**src/rtl/rev_count_ctrl.sv**
```systemverilog
// rev_count_ctrl: start/stop/load controlled 16-bit up/down counter advanced by a prescaled tick
//   clk      in   system clock, rising edge
//   RST      in   asynchronous active-high reset
//   start    in   begin/resume counting (IDLE/PAUSE -> RUN)
//   stop     in   pause counting (RUN -> PAUSE)
//   load     in   load load_val into cnt and return to IDLE
//   load_val in   [15:0] value written on load
//   s        in   direction on tick cycles, 1 = up, 0 = down
//   wrap_en  in   1 = wrap at terminal count, 0 = halt in DONE
//   cnt      out  [15:0] registered count
//   Rc       out  registered one-cycle carry/borrow pulse
//   running  out  state is RUN
//   done     out  state is DONE
module rev_count_ctrl #(
    parameter int unsigned DIV = 10_000_000
) (
    input  logic        clk,
    input  logic        RST,
    input  logic        start,
    input  logic        stop,
    input  logic        load,
    input  logic [15:0] load_val,
    input  logic        s,
    input  logic        wrap_en,
    output logic [15:0] cnt,
    output logic        Rc,
    output logic        running,
    output logic        done
);
    typedef enum logic [1:0] {IDLE, RUN, PAUSE, DONE} state_t;
    localparam logic [23:0] PRE_LAST = 24'(DIV - 1);
    state_t      state_q, state_d;
    logic [23:0] pre_q, pre_d;
    logic [15:0] cnt_q, cnt_d;
    logic        rc_q, rc_d;
    logic        tick, term, upd;
    always_ff @(posedge clk or posedge RST) begin
        if (RST) state_q <= IDLE;
        else     state_q <= state_d;
    end
    always_ff @(posedge clk or posedge RST) begin
        if (RST) begin
            pre_q <= '0;
            cnt_q <= '0;
            rc_q  <= 1'b0;
        end else begin
            pre_q <= pre_d;
            cnt_q <= cnt_d;
            rc_q  <= rc_d;
        end
    end
    // upd is a tick that actually takes effect: load or stop in the same cycle swallow it
    always_comb begin
        tick = (state_q == RUN) && (pre_q == PRE_LAST);
        term = s ? (cnt_q == 16'hFFFF) : (cnt_q == 16'h0000);
        upd  = tick && !load && !stop;
    end
    // stop outranks start even where stop itself has no effect
    always_comb begin
        state_d = state_q;
        if (load)
            state_d = IDLE;
        else if (stop)
            state_d = (state_q == RUN) ? PAUSE : state_q;
        else if (start && (state_q == IDLE || state_q == PAUSE))
            state_d = RUN;
        else if (upd && term && !wrap_en)
            state_d = DONE;
    end
    // prescaler restarts on load and on every RUN entry; frozen outside RUN
    always_comb begin
        pre_d = (load || (state_d == RUN && state_q != RUN)) ? '0 :
                (state_q == RUN && !stop) ? (tick ? '0 : pre_q + 24'd1) : pre_q;
        cnt_d = load ? load_val :
                (upd && (!term || wrap_en)) ? (s ? cnt_q + 16'd1 : cnt_q - 16'd1) : cnt_q;
        rc_d  = upd && term;
    end
    always_comb begin
        cnt     = cnt_q;
        Rc      = rc_q;
        running = (state_q == RUN);
        done    = (state_q == DONE);
    end
endmodule

```
**config.mk**
```make
export PLATFORM = sky130hd
export DESIGN_NAME = rev_count_ctrl
export DESIGN_NICKNAME = d
export VERILOG_FILES = /design/src/rtl/rev_count_ctrl.sv
export SDC_FILE = /design/constraint.sdc
export NUM_CORES = 1
export LEC_CHECK = 0
export CAP_MARGIN = 5
export CORE_ASPECT_RATIO = 0.8
export CORE_UTILIZATION = 40
export DETAILED_ROUTE_END_ITERATION = 8
export GPL_ROUTABILITY_DRIVEN = 0
export PLACE_DENSITY = 0.75
export RECOVER_POWER = 50
export SYNTH_ARGS = -nofsm -noshare
export SYNTH_HDL_FRONTEND = slang
export SYNTH_SLANG_ARGS = --single-unit
```
**constraint.sdc**
```tcl
create_clock -name clk -period 2.2 [get_ports clk]
set_input_delay 0.44 -clock clk [delete_from_list [all_inputs] [get_ports clk]]
set_output_delay 0.44 -clock clk [all_outputs]
set_load 0.02 [all_outputs]
```
Word level (Yosys, flattened, before mapping)

Cells that the tools add are included.

Equal/unequal tests: 7
Add/sub/neg operators: 3
Reduce and logical (&&, ||, !) cells: 20
Muxes and demuxes: 12

Operators by type and width:

| kind                                                                    | count |
|---|---|
| 24-bit two-way mux                                                      | 3 |
| 16-bit two-way mux                                                      | 3 |
| 24-bit by 1-bit adder with 24-bit output, second input constant         | 1 |
| 24-bit == test, second input constant                                   | 1 |
| 16-bit by 1-bit adder with 16-bit output, second input constant         | 1 |
| 16-bit == test, second input constant                                   | 1 |
| 16-bit logical NOT                                                      | 1 |
| 16-bit by 1-bit subtractor with 16-bit output, second input constant    | 1 |
| 2-bit two-way mux                                                       | 5 |
| 1-bit logical AND                                                       | 9 |
| 2-bit by 1-bit == test with 1-bit output, second input constant         | 2 |
| 2-bit == test, second input constant                                    | 2 |
| 1-bit logical NOT                                                       | 4 |
| 2-bit nonzero test                                                      | 2 |
| 1-bit logical OR                                                        | 3 |
| 2-bit logical NOT                                                       | 1 |
| 2-bit by 1-bit inequality test with 1-bit output, second input constant | 1 |
| 1-bit two-way mux                                                       | 1 |

Bits of input ports: 23
Bits in registers: 43
Output and inout port bits: 19
Logic and storage cells: 46

Longest topological paths before layout

Depth in word-level cells: 14
Mapped depth: 10
Depth with buffers taken out: 9

Least setup slack after synthesis

Ideal clock, no wire load.

Path kind: input-to-reg
Start point: input port s
End point: register cnt_q[15] (netlist: cnt[15])
Arrival: 2647 ps
Setup time: 132 ps
Buffers on the path: 0
Stages: 9
Path slack: -579 ps
Required time: 2068 ps
Cells stage by stage: inv_1 ha_1 and3_1 a221o_1 or4b_1 o311ai_1 and4bb_1 xnor2_1 o21ai_1

Word-level cells in the longest chain between the ends: 5
Elaborated cells on any way between the ends: 8
Those cells by class: 4 x mux; 4 x reduce/logical

RTL lines:

| element                      | RTL line | text |
|---|---|---|
| start: declaration           | 23       | `input logic s,` |
| 1-bit two-way mux            | 55       | `term = s ? (cnt_q == 16'hFFFF) : (cnt_q == 16'h0000);` |
| 1-bit logical NOT            | 75       | `(upd && (!term \|\| wrap_en)) ? (s ? cnt_q + 16'd1 : cnt_q - 16'd1) : cnt_q;` |
| 1-bit logical OR             | 75       |  |
| 1-bit logical AND            | 75       |  |
| 2-bit nonzero test (no line) | n/a      |  |
| end signal: assignment       | 48       | `cnt_q <= cnt_d;` |
| end: declaration             | 34       | `logic [15:0] cnt_q, cnt_d;` |

Parallel ways exist; a longest one is shown, timed or not. The select of a mux whose other input is x is not followed.
A chain may end at the register's enable or synchronous reset.

Worst setup path in the final report

Start point: register cnt_q[11] (netlist: cnt[11])
End point: register cnt_q[15] (netlist: cnt[15])

Word-level cells in the longest chain between the ends: 6
Elaborated cells on any way between the ends: 12
Those cells by class: 2 x add/sub; 1 x eq/ne; 4 x mux; 5 x reduce/logical

RTL lines:

| element |
|---|
| parallel branches: the longest is 6 deep, another holds 16-bit by 1-bit subtractor with 16-bit output |

Parallel ways; which one is timed is not known. The select of a mux whose other input is x is not followed.

==> summary.md <==
| Metric | Value |
|---|---|
| Status | finished, violations left |
| Failing checks | negative setup slack |
| FF+latch count, synth | 43 |
| Worst setup EP type | flop |
| Row count | 28 |
| Worst endpoint data arrival time | 2.58 ns |
| Largest net degree at the start of global routing | 30 |
| Cells after synthesis | 361 |
| PwrDens | 485.2 nW/um^2 |
| I/O Pins | 42 |
| Port bufs | 41 |
| Tightest Pin Transition | 0.7151 ns |
| Top-area cell type share of the netlist area | 35.33% |
| Post-Synthesis Cell Area | 3045 um^2 |
| Vias per cell | 5.785 |
| Min Tclk post-route | 2.402 ns |
| Synth Flop Type | dfrtp_1 |
| Worst-path clk slew | 0.08 ns |
| R2R Path End | cnt[15]$_DFFE_PP0P_ |
| Hold buffers post-CTS | 0 |
| Worst R2R Start | cnt[11]$_DFFE_PP0P_ |
| Die ar. | 7969 um^2 |
| Routed len/inst | 17.03 um |
| Seq/Total Area, Yosys | 35.33% |
| Layout cell share with drive strength beyond 1 | 32.85% |
| # H-tree levels | 2 |
| Worst-skew pair later-pin latency | 0.30 ns |
| WHS Endpoint | pre_q[6]$_DFFE_PP0P_ |
| Final setup fails | 8 |
| Die H | 80.05 um |
| Post-synth EDFFs | 0 |
| Fin nets | 525 |
| RSZ-0062 raised after global routing | true |
| Min-delay src | pre_q[6]$_DFFE_PP0P_ |
| Max transition margin | 52.33% |
| Antenna violations before repair | 0 |
| Syn nets | 400 |
| Post-DP HPWL | 6887 um |
| First-pass GRT wire length | 15630 um |
| TritonCTS clock tree | built |
| Iteration count of the initial detailed-routing pass | 5 |
| Num CTS Buffers | 5 |
| Main area contributors after synthesis | dfrtp_1 35%, a21oi_1 6.2%, ha_1 6.2%, nor2_1 4.8%, nand2_1 3.9% |
| Worst-case reg-to-reg path depth | 8 |
| Top cells by count, synth | 43 x dfrtp_1, 39 x nor2_1, 38 x a21oi_1 |
| CP required | 2.38 ns |
| VDD IR max | 0.0003709 V |
| CTS Root Cell | clkbuf_8 |
| Worst slack, placed | -0.9787 ns |
| Area growth, synth to finish | 54.60% |
| Fin crit share | 109.2% |
| Crit-path max FO | 3 |
| Type of the tightest min-delay check | reg -> reg |
| Number of diodes | 0 |
| DIE WIDTH | 99.56 um |
| Initial Utilization | 41.20% |
| Netlist cell types | 52 |
| FF/Latch Area | 1081 um^2 |
| WL final | 10080 um |
| P_leak | 0.001935 uW |
| Most common cell in the netlist | dfrtp_1 |
| Clock Tree Buf Depth | 2 |
| Startpoint types | flop |
| FMAX | 0.4163 GHz |
| Clk sinks | 43 |
| Fillers | 573 |
| Gr ovfl total | 0 |
| Synth area leader | dfrtp_1 |
| Footprint of the multi-input gates | 2222 um^2 |
| FFs w/ async S/R, synth | 100.0% |
| Max Slew Vio Count | 0 |
| Setup TNS Final | -0.5325 ns |
| Max-cap viol count | 0 |
| Core area | 7392 um^2 |
| Drt drc | 0 |
| Yosys warnings | 0 |
| Routed via count | 3425 |
| ANT nets after route | 0 |
| Vias in the first global route | 3164 |
| Final Hold Viols | 0 |
| Hold path cells | 2 |
| Global Route Usage Sum | 24.89% |
| Mean Syn Cell Area | 8.436 um^2 |
| DR iter-0 viols | 261 |
| WS Path Type | reg -> reg |
| Final worst slack | -0.2022 ns |
| Clk_skew | 0.01136 ns |
| Setup slack, reg-to-reg | -0.20 ns |
==> stage by stage <==
stage	cell area, um^2	cells	hold WS [ns]	utilization, %	power [uW]
global placement	4259	578	0.5221	57.62	1543
global route	4708	592	0.5833	63.69	2400
finish	4708	592	0.5609	63.69	2284
CTS	4519	590	0.4653	61.14	2192
detailed placement	4259	578	0.5382	57.62	1567
floorplan	3104	361	0.4964	-	1218
==> sequential cells by signal, indices dropped and copies added, names as in the netlist <==
register  flops
cnt          16
state_q       2
Rc            1
pre_q        24
==> logic make-up (layout without fill, tap and decap cells) <==
family | count (synthesis) | count (layout) | synth area share (%)
mux | 4 | 4 | 1.315
compound gates | 99 | 99 | 19.02
buf+inv | 19 | 145 | 3.081
fa+ha+maj | 16 | 16 | 6.820
xor+xnor | 19 | 19 | 5.464
flops | 43 | 43 | 35.33
simple gates | 161 | 161 | 28.96
==> what timing repair did <==
item                       in CTS  in global routing
setup endpoints to repair      26                 24
resized for setup              32                 39
pin swaps                      21                 20
setup buffers                   4                  4
==> power breakdown <==
group / internal [uW] / switching, uW
Combinational: 445 / 419
Clock: 286 / 284
Sequential: 819 / 31.0
==> layer usage <==
layer / track usage, % / part of all wire [%] / vias up
met1: 35.29 / 43 / 1647
met2: 40.14 / 48 / 174
met4: 4.706 / 1.9 / 0
met5: 0 / 0 / -
met3: 4.028 / 6.5 / 25
li1: - / - / 1579
==> cell type report <==
class                   count  share of cell area, %
multi-input cells         299                  47.20
repair buffers            132                  24.37
flip-flops and latches     43                  22.96
well taps                 105                  2.790
clock buffers               7                  2.046
inverters                   5                 0.4783
clock inverters             1                 0.1594
==> critical path, stage by stage, from the launching register on <==
cell and delay, ns:
dfrtp_2 0.45, ha_4 0.25, a21o_1 0.21, a221o_1 0.36, or4b_1 0.51, o311ai_2 0.09, and4bb_1 0.22, xnor2_1 0.14
o21ai_1 0.07
==> cell usage in the layout (no fill, tap or decap), drive strengths merged, types with 2 or more instances in the layout <==
cell and instances:
clkdlybuf4s50 39, and3 10, inv 3, nor3b 6, o21a 2, nor3 11
dfrtp 43, a21oi 38, nor4 7, a31oi 3, clkbuf 8, xnor2 9
nor2b 4, and2 3, o21ai 32, nand4 12, a21o 7, a221o 4
and4 2, a211oi 5, nand2b 2, clkinvlp 2, nand3 15, ha 15
buf 91, nor2 39, nand2 33, xor2 10, o31a 2, mux2i 4
or4 4, or3 7, nor4b 2
==> worst max-delay path by stage <==
stage | start | endpoint | slack [ns] | depth (start not counted)
after detailed placement | s | cnt[15]$_DFFE_PP0P_ | -0.98 | 11
after global routing | cnt[11]$_DFFE_PP0P_ | cnt[15]$_DFFE_PP0P_ | -0.27 | 8
after CTS | s | cnt[15]$_DFFE_PP0P_ | -0.21 | 11
after global placement | s | cnt[15]$_DFFE_PP0P_ | -0.94 | 11
final | cnt[11]$_DFFE_PP0P_ | cnt[15]$_DFFE_PP0P_ | -0.20 | 8
after floorplan | s | cnt[15]$_DFFE_PP0P_ | -0.46 | 9
(Power assumes the default switching activity.)
